$ cat src/rtl/muldiv_pkg.sv
// Shared definitions for the EX-stage multiply/divide unit: op encodings,
// FSM state type and default datapath width.
package muldiv_pkg;

    localparam int DATA_BITS_DEF = 32;

    localparam logic [1:0] OP_MULT  = 2'b00;
    localparam logic [1:0] OP_MULTU = 2'b01;
    localparam logic [1:0] OP_DIV   = 2'b10;
    localparam logic [1:0] OP_DIVU  = 2'b11;

    typedef enum logic [2:0] {
        ST_IDLE,
        ST_MUL,
        ST_DIV,
        ST_FIX,
        ST_DONE
    } state_e;

endpackage

$ cat src/rtl/muldiv_step.sv
// One iteration of the iterative multiplier/divider: radix-2 shift-add for
// multiply, restoring shift-subtract for divide, on unsigned magnitudes.
module muldiv_step #(
    parameter int W = 32
) (
    input  logic         is_div,
    input  logic [W-1:0] acc_hi,
    input  logic [W-1:0] acc_lo,
    input  logic [W-1:0] operand,
    output logic [W-1:0] next_hi,
    output logic [W-1:0] next_lo
);

    logic [W:0]   sum;
    logic [W:0]   shifted;
    logic [W+1:0] diff;

    always_comb begin
        // Multiply: acc_lo holds the unconsumed multiplier bits, LSB first.
        sum     = {1'b0, acc_hi} + (acc_lo[0] ? {1'b0, operand} : {(W+1){1'b0}});
        // Divide: acc_hi is the partial remainder, acc_lo shifts dividend out / quotient in.
        shifted = {acc_hi, acc_lo[W-1]};
        diff    = {1'b0, shifted} - {2'b00, operand};
        if (is_div) begin
            if (!diff[W+1]) begin
                next_hi = diff[W-1:0];
                next_lo = {acc_lo[W-2:0], 1'b1};
            end else begin
                next_hi = shifted[W-1:0];
                next_lo = {acc_lo[W-2:0], 1'b0};
            end
        end else begin
            next_hi = sum[W:1];
            next_lo = {sum[0], acc_lo[W-1:1]};
        end
    end

endmodule

$ cat src/rtl/ex_muldiv.sv
// EX-stage multi-cycle MULT/MULTU/DIV/DIVU unit with HI/LO result registers.
// Handshake: start is taken only in IDLE (and not under flush); stall_req holds the pipeline until DONE, where done pulses with hi/lo already valid.
module ex_muldiv
    import muldiv_pkg::*;
#(
    parameter int DATA_BITS = DATA_BITS_DEF
) (
    input  logic                 clk,
    input  logic                 rst,
    input  logic                 start,
    input  logic [1:0]           op,
    input  logic [DATA_BITS-1:0] a,
    input  logic [DATA_BITS-1:0] b,
    input  logic                 flush,
    output logic                 busy,
    output logic                 stall_req,
    output logic                 done,
    output logic [DATA_BITS-1:0] hi,
    output logic [DATA_BITS-1:0] lo,
    output state_e               dbg_state
);

    localparam int CW = $clog2(DATA_BITS) + 1;
    localparam logic [CW-1:0] LAST = CW'(DATA_BITS - 1);

    state_e               state, state_next;
    logic [CW-1:0]        cnt;
    logic [DATA_BITS-1:0] acc_hi, acc_lo, operand;
    logic                 is_div, neg_res, neg_rem, div_zero;

    logic                 signed_op, neg_a, neg_b, take;
    logic [DATA_BITS-1:0] mag_a, mag_b;
    logic [DATA_BITS-1:0] step_hi, step_lo;
    logic [DATA_BITS-1:0] fix_hi, fix_lo;
    logic [2*DATA_BITS-1:0] prod;

    muldiv_step #(.W(DATA_BITS)) u_step (
        .is_div  (is_div),
        .acc_hi  (acc_hi),
        .acc_lo  (acc_lo),
        .operand (operand),
        .next_hi (step_hi),
        .next_lo (step_lo)
    );

    always_comb begin
        signed_op = ~op[0];
        neg_a     = signed_op & a[DATA_BITS-1];
        neg_b     = signed_op & b[DATA_BITS-1];
        mag_a     = neg_a ? -a : a;
        mag_b     = neg_b ? -b : b;
        take      = start & ~flush & (state == ST_IDLE);
    end

    // Sign fix-up; for divide-by-zero the remainder rule already yields hi = a.
    always_comb begin
        prod   = {acc_hi, acc_lo};
        fix_hi = acc_hi;
        fix_lo = acc_lo;
        if (!is_div) begin
            {fix_hi, fix_lo} = neg_res ? -prod : prod;
        end else begin
            fix_hi = neg_rem ? -acc_hi : acc_hi;
            if (div_zero) fix_lo = '1;
            else          fix_lo = neg_res ? -acc_lo : acc_lo;
        end
    end

    always_comb begin
        state_next = state;
        case (state)
            ST_IDLE: if (take) state_next = op[1] ? ST_DIV : ST_MUL;
            ST_MUL:  if (cnt == LAST) state_next = ST_FIX;
            ST_DIV:  if (cnt == LAST) state_next = ST_FIX;
            ST_FIX:  state_next = ST_DONE;
            ST_DONE: state_next = ST_IDLE;
            default: state_next = ST_IDLE;
        endcase
        if (flush) state_next = ST_IDLE;
    end

    always_ff @(posedge clk) begin
        if (rst) begin
            state    <= ST_IDLE;
            cnt      <= '0;
            acc_hi   <= '0;
            acc_lo   <= '0;
            operand  <= '0;
            is_div   <= 1'b0;
            neg_res  <= 1'b0;
            neg_rem  <= 1'b0;
            div_zero <= 1'b0;
            hi       <= '0;
            lo       <= '0;
            done     <= 1'b0;
        end else begin
            state <= state_next;
            done  <= (state_next == ST_DONE);
            case (state)
                ST_IDLE: begin
                    if (take) begin
                        cnt      <= '0;
                        is_div   <= op[1];
                        neg_res  <= neg_a ^ neg_b;
                        neg_rem  <= neg_a;
                        div_zero <= (b == '0);
                        acc_hi   <= '0;
                        acc_lo   <= op[1] ? mag_a : mag_b;
                        operand  <= op[1] ? mag_b : mag_a;
                    end
                end
                ST_MUL, ST_DIV: begin
                    acc_hi <= step_hi;
                    acc_lo <= step_lo;
                    cnt    <= cnt + 1'b1;
                end
                ST_FIX: begin
                    if (state_next == ST_DONE) begin
                        hi <= fix_hi;
                        lo <= fix_lo;
                    end
                end
                default: ;
            endcase
        end
    end

    always_comb begin
        busy      = ~rst & (state != ST_IDLE);
        stall_req = ~rst & (take | (state == ST_MUL) | (state == ST_DIV) | (state == ST_FIX));
        dbg_state = state;
    end

endmodule

$ cat config.mk
export PLATFORM = sky130hd
export DESIGN_NAME = ex_muldiv
export DESIGN_NICKNAME = d
export VERILOG_FILES = /design/src/rtl/muldiv_pkg.sv /design/src/rtl/muldiv_step.sv /design/src/rtl/ex_muldiv.sv
export SDC_FILE = /design/constraint.sdc
export NUM_CORES = 1
export LEC_CHECK = 0
export ABC_AREA = 0
export CORE_UTILIZATION = 59
export CTS_CLUSTER_SIZE = 25
export DETAILED_ROUTE_END_ITERATION = 8
export PLACE_DENSITY = 0.82
export SETUP_SLACK_MARGIN = 0.4
export SYNTH_ARGS = -nofsm -noshare
export SYNTH_HDL_FRONTEND = slang
export SYNTH_SLANG_ARGS = --single-unit
export TNS_END_PERCENT = 20
$ cat constraint.sdc
create_clock -name clk -period 3.8 [get_ports clk]
set_input_delay 0.76 -clock clk [delete_from_list [all_inputs] [get_ports clk]]
set_output_delay 0.76 -clock clk [all_outputs]
set_load 0.005 [all_outputs]
==> metrics.csv <==
metric,value,unit
status,"finished, final reports clean",
fin_crit_sh,85.3,%
hold_end,hi[22],
synthesis.area,13900,um2
path_buf_inv,2,
cts_max_level,4,
p_int,3240,uW
synth_fp_nets,2071,
seq_area_frac_synth,25.0,%
synthXorXnorAreaFrac,10.3,%
worst_pin_slew,1030,ps
ant_nets,0,
finalWorstSetupSlack,557,ps
hold_path_depth,2,
hold_viol_final,0,
cts.clk_slew.worst_paths,90,ps
crit_path_max_incr_delay,440,ps
grt_pass1_wl,72100,um
crit_chain,ha_1 > inv_1 > fa_1 > a211oi_2 > o211ai_1 > a311oi_1 > buf_4 > and3_1 > o41ai_1 > a2111oi_0 > o21bai_1 > xnor2_1 > a32oi_1,
synthArstFlopShare,0,%
crit_slowest_cell,a2111oi_0,
wl_met1,19400,um
hpwl,35400,um
core,22900,um2
clock-sinks,174,
r2r_end,acc_hi[30],
synth_ff_type,dfxtp_1,
powerDensity,300,nW/um2
cts_inserted_buffers,17,
vdd_ir_drop_max,0.000309,V
rows,55,
max-clock-path-buffers,2,
io_pins,140,
grt_max_degree,48,
first_pass_iters,6,
ys_ff_latch,174,
viasPerCell,6.34,
die_area,24200,um2
areaGrowthSynthToFinish,18.6,%
switching_power,1720,uW
leakage,0.00646,uW
postCtsSetupBuffers,0,
crit_path_max_fanout,4,
reg2reg_slack,560,ps
synth_edf_count,0,
min_path_type,register to register,
maxCapViolations,0,
clk_latency,460,ps
skew,16.3,ps
hold_buffers,0,
critPathLaunchType,register,
tritoncts,built,
relSlewSlack,31.0,%
endpoint_kind,register,
swShare,34.6,%
comb_power_share,23.4,%
critPathArrivalTime,3620,ps
synth_mux_area_share,4.21,%
syn-mean-instance-area,7.21,um2
fin_util,72.0,%
critPathTopFamily,compound AO/OA/AOI/OAI gates,
drtIter0Drc,1580,
synthSimpleGateAreaFrac,20.9,%
synth_top_family_by_area,compound AO/OA/AOI/OAI gates,
cp_data_required_time,4180,ps
max_freq,308,MHz
clkPwrFrac,37.6,%
gp_congestion,0.998,
drcViolationCount,0,
criticalPathCategory,register to register,
io_buffers,139,
yosysWarnings,0,
grt_pass1_vias,13600,
finalSetupViolCount,0,
die_x,156,um
diodes,0,
track_usage,38.2,%
r2r_start,operand[0],
wl_met2,20700,um
grt-ovfl-total,0,
hp-start,hi[22],
wl_met3,4370,um
die_h,156,um
period_minus_slack,3240,ps
drt_wl_total,46500,um
maxSlewViolCount,0,
rsz0062_at_grt,true,
fin_nets,2179,
num_vias,15000,
synth_fa_ha_area_share,6.49,%
root_buffer,clkbuf_16,
wl_per_cell,19.7,um
highest_layer,met4,
drive_above_1_share,7.22,%
antenna_found_initial,1,
synth_cells,1930,
start_util,60.7,%
seqPwrFrac,39.0,%
yosysUniqueCellTypes,76,
setup_tns,0,ps
synth_compound_area_share,27.8,%
pre_cts_ws,191,ps
reg2reg_depth,13,
layout by cell type, fill, tap and decap left out, types with 17 or more instances in the layout:
master / instances
buf_4: 68
o21ai_1: 19
o31ai_1: 17
xnor2_1: 93
xor2_1: 71
or3_1: 19
inv_1: 68
nand3_1: 29
clkbuf_16: 17
a211oi_1: 29
nor2_1: 227
nand2_1: 195
nor3_1: 45
dfxtp_1: 173
o211ai_1: 36
o21ai_0: 124
a21oi_1: 251
ha_1: 69
clkdlybuf4s50_1: 137
mux2i_1: 54
a21o_1: 23
a31oi_1: 22
power groups by stage:
stage | logic, uW | clock network, uW | registers (uW)
after floorplan | 763 | 0 | 1940
after global placement | 1090 | 0 | 1970
after detailed placement | 1110 | 0 | 1980
after CTS | 1120 | 1870 | 1930
after global routing | 1250 | 1950 | 1940
final | 1160 | 1870 | 1940
worst register-to-register path: stages, from the launching register on:
cell	delay (ps)
dfxtp_1	410
ha_1	210
inv_1	60
fa_1	430
a211oi_2	320
o211ai_1	150
a311oi_1	270
buf_4	170
and3_1	200
o41ai_1	120
a2111oi_0	440
o21bai_1	120
xnor2_1	130
a32oi_1	130
logic make-up after synthesis:
kind of cell | Yosys count
mux | 58
xor+xnor | 164
buf+inv | 190
flops | 174
simple gates | 635
compound gates | 638
fa+ha+maj | 71
through the flow:
step           std cells  instance area, um2  hold WS [ps]  power, uW
2_1_floorplan       1930               13900           432       2700
3_3_place_gp        2332               15800           438       3060
3_5_place_dp        2332               15800           443       3090
4_1_cts             2364               16500           456       4920
5_1_grt             2364               16500           478       5140
6_report            2364               16500           454       4960
area by class of cell:
cell class	count	area (um2)
clock buffer	17	425
multi-input combinational	1566	9770
clock inverter	15	210
tap	313	392
inverter	69	259
timing repair buffer	210	1970
sequential	174	3480
fill	1963	6410
flip-flops by register name, summed over array words and instances, names as in the netlist, 3 cells and up:
signal     cells
acc_hi        32
acc_lo        32
cnt            6
dbg_state      3
hi            32
lo            32
operand       32
worst max-delay path by stage:
stage                 end  startpoint  cells after the start
4_1_cts         acc_hi[8]  operand[2]                     12
2_1_floorplan  acc_lo[30]        b[1]                     11
5_1_grt        acc_hi[30]  acc_lo[31]                     14
3_3_place_gp   acc_lo[30]        b[1]                     13
6_report       acc_hi[30]  operand[0]                     13
3_5_place_dp   acc_lo[30]        b[1]                     13
what timing repair did:
action | CTS | global route
resized for setup | 1 | 7
endpoints found under the setup margin | 1 | 28
pin swaps | 0 | 0
synth_stat cells (4+ instances only):
cell type | instances | area share, %
dfxtp_1 | 174 | 25
nor3b_1 | 5 | 0.27
a22oi_1 | 15 | 0.81
a21oi_1 | 253 | 9.1
a221oi_1 | 9 | 0.57
mux2_2 | 4 | 0.32
o31ai_1 | 17 | 0.92
o221ai_1 | 7 | 0.44
nand4_1 | 15 | 0.67
or3_1 | 19 | 0.85
o21a_1 | 14 | 0.76
nand2_1 | 195 | 5.3
nand3_1 | 30 | 1.1
o211ai_1 | 36 | 1.9
o21ai_1 | 18 | 0.65
nor3_1 | 45 | 1.6
buf_2 | 6 | 0.22
a211o_1 | 4 | 0.25
clkbuf_1 | 101 | 2.7
and2_1 | 7 | 0.31
a221o_1 | 5 | 0.36
o22ai_1 | 5 | 0.22
inv_1 | 68 | 1.8
o21bai_1 | 12 | 0.65
or2_2 | 5 | 0.22
and3_1 | 17 | 0.76
ha_1 | 69 | 6.2
nor2_1 | 229 | 6.2
a31oi_1 | 22 | 0.99
a21o_1 | 23 | 1.2
nand2b_1 | 15 | 0.67
o41ai_1 | 10 | 0.63
xor2_1 | 71 | 4.5
nor2b_1 | 12 | 0.54
nor3_2 | 4 | 0.29
mux2i_1 | 54 | 3.9
a32oi_1 | 4 | 0.25
xnor2_1 | 93 | 5.9
a211oi_1 | 30 | 1.6
nor4_1 | 12 | 0.54
o21ai_0 | 125 | 4.5
buf_1 | 12 | 0.32
or4_1 | 10 | 0.54
metal layers:
layer | GRT usage, % | vias up
li1 | - | 7131
met1 | 50.8 | 6990
met2 | 58.9 | 737
met3 | 7.14 | 126
met4 | 19.5 | 0
met5 | 0 | -
(Power assumes the default switching activity.)
==> RTL change (same settings) <==
Put a register stage on the output `dbg_state`, without a reset. The value now appears one clock later. The other outputs are not delayed to match.
--- a/src/rtl/ex_muldiv.sv
+++ b/src/rtl/ex_muldiv.sv
@@ -22,6 +22,8 @@
 
     localparam int CW = $clog2(DATA_BITS) + 1;
     localparam logic [CW-1:0] LAST = CW'(DATA_BITS - 1);
+
+    state_e dbg_state_d;
 
     state_e               state, state_next;
     logic [CW-1:0]        cnt;
@@ -128,7 +130,11 @@
     always_comb begin
         busy      = ~rst & (state != ST_IDLE);
         stall_req = ~rst & (take | (state == ST_MUL) | (state == ST_DIV) | (state == ST_FIX));
-        dbg_state = state;
+        dbg_state_d = state;
+    end
+
+    always_ff @(posedge clk) begin
+        dbg_state <= dbg_state_d;
     end
 
 endmodule
Behaviour: not the same (a bounded check fails within 4 cycles, from zero or initial values and one cycle with rst high).
==> RTL change against the original RTL <==
  * Via count up 1.6%
  * Wire length up 4.1%
  * Total power up 2.5%
  * Area after synthesis up 2.7%
  * Cell area up 3.7%
  * Worst setup slack worse by 0.15 ns
  * Critical path depth unchanged
  * Largest power group unchanged
  * Sequential cell count up 3
  * Critical endpoint is now acc_hi[29]
==> RTL change: results (changes against the original RTL) <==
[drt]
first_pass_iters=8  ; +2
wl_mm=48.4  ; +4.1%
wl_per_cell_um=20.1  ; +2.3%
drtIter0Drc=1583  ; +0.19%

[logic_synthesis]
yosysSeqAreaShare=0.248  ; -0.00226
yosysUniqueCellTypes=85  ; +12%
synthCells=1946  ; +0.83%
syn_nets=2087  ; +0.77%
netlist_top_cells_area=dfxtp_1 (25%), a21oi_1 (7.9%), ha_1 (6.0%)
synth_common_cells=a21oi_1 (225), nor2_1 (218), nand2_1 (179)
yosys_warnings=0  ; unchanged

[global_route]
grt_pass1_wl_mm=73.9  ; +2.5%
antenna_found_initial=0  ; -1
grt_pass1_vias=13900  ; +1.6%

[min_path]
whs_path_depth=0  ; -2
holdCritStartpoint=dbg_state_d[2]
whs_endpoint=dbg_state[2]

[placed_design]
place_inst=2364  ; +1.4%
dp_hpwl_mm=36.3  ; +2.4%
globalplace.congestion=0.959  ; -3.9%
dp_slack_ns=0.142  ; -0.0496 ns

[timing]
fin_hold_ws_ns=0.441  ; -0.0128 ns
worstMarginPinSlew_ns=0.794  ; -0.232 ns
finClkSkew_ns=0.0152  ; -0.00112 ns
timing.final.crit_share=0.893  ; +0.0401

[layout]
drive_gt1_frac=0.0954  ; +0.0232
layout.nets=2215  ; +1.7%

[setup_path]
cp_max_fo=5  ; +1
cpPeakStageDelay_ns=0.51  ; +0.07 ns
r2r_cells=13  ; unchanged
timing.rr.end=acc_hi[29]
cp-startpoint=acc_lo[0]
rrSetupSlack_ns=0.40  ; -0.15 ns

[power]
p_leak_nw=6.88  ; +6.6%
vdd_ir_drop_max_mv=0.235  ; -24%

[status]
status=finished clean

[RTL change: changes by cell type after synthesis, sizes merged, moves of 14 or more]
| cell | change |
|---|---|
| a21o | +14 |
| a21oi | -28 |
| mux2i | +14 |
| nand2 | -17 |
| o21ai | +14 |
| o22ai | +15 |
[RTL change: per-layer routing]
metal  share of wire  vias up  global-route usage  routed length [µm]
met4           0.038        0               0.169                1820
met3           0.088      116              0.0693                4280
met1            0.43     7125               0.514               20700
li1                -     7267                   -                   -
met2            0.45      714               0.604               21700
met5               0        -                   0                   0
[RTL change: where the power goes]
part	switching, mW	internal (mW)	total [mW]
Sequential	0.0769	1.90	1.98
Clock	0.976	0.922	1.90
Combinational	0.713	0.492	1.21
[RTL change: cell type report]
class	instances	area [µm²]
clock buffers	17	425
repair buffers	239	2140
well taps	319	399
flip-flops and latches	177	3550
clock inverters	15	216
fillers	1961	6490
repair inverters	1	7.51
multi-input cells	1569	10100
inverters	69	263
[RTL change: kinds of logic (layout without fill, tap and decap cells)]
kind of cell / count (synthesis) / count (layout) / synth area share
compound gates: 641 / 641 / 0.276
mux: 72 / 72 / 0.0508
xor+xnor: 167 / 167 / 0.102
flops: 177 / 177 / 0.248
fa+ha+maj: 71 / 71 / 0.0632
buf+inv: 200 / 341 / 0.0546
simple gates: 618 / 618 / 0.205
[RTL change: worst max path at each step]
stage                      end  depth (start not counted)
floorplan           acc_hi[29]                         14
global placement    acc_lo[29]                         10
detailed placement   acc_lo[9]                         10
CTS                  acc_hi[3]                         12
global route        acc_hi[29]                         13
finish              acc_hi[29]                         13
[RTL change: what timing repair did]
action,in CTS,in global routing
pin swaps,4,14
hold buffers,0,0
setup endpoints to repair,8,31
buffers inserted,0,9
gates cloned,0,1
gates resized for setup,5,30
[RTL change: critical path: cells and delay by family (launching register included)]
family	cells	cell delay, ns
compound gates	7	1.53
simple gates	3	0.82
fa+ha+maj	2	0.49
flops	1	0.41
buf+inv	1	0.04
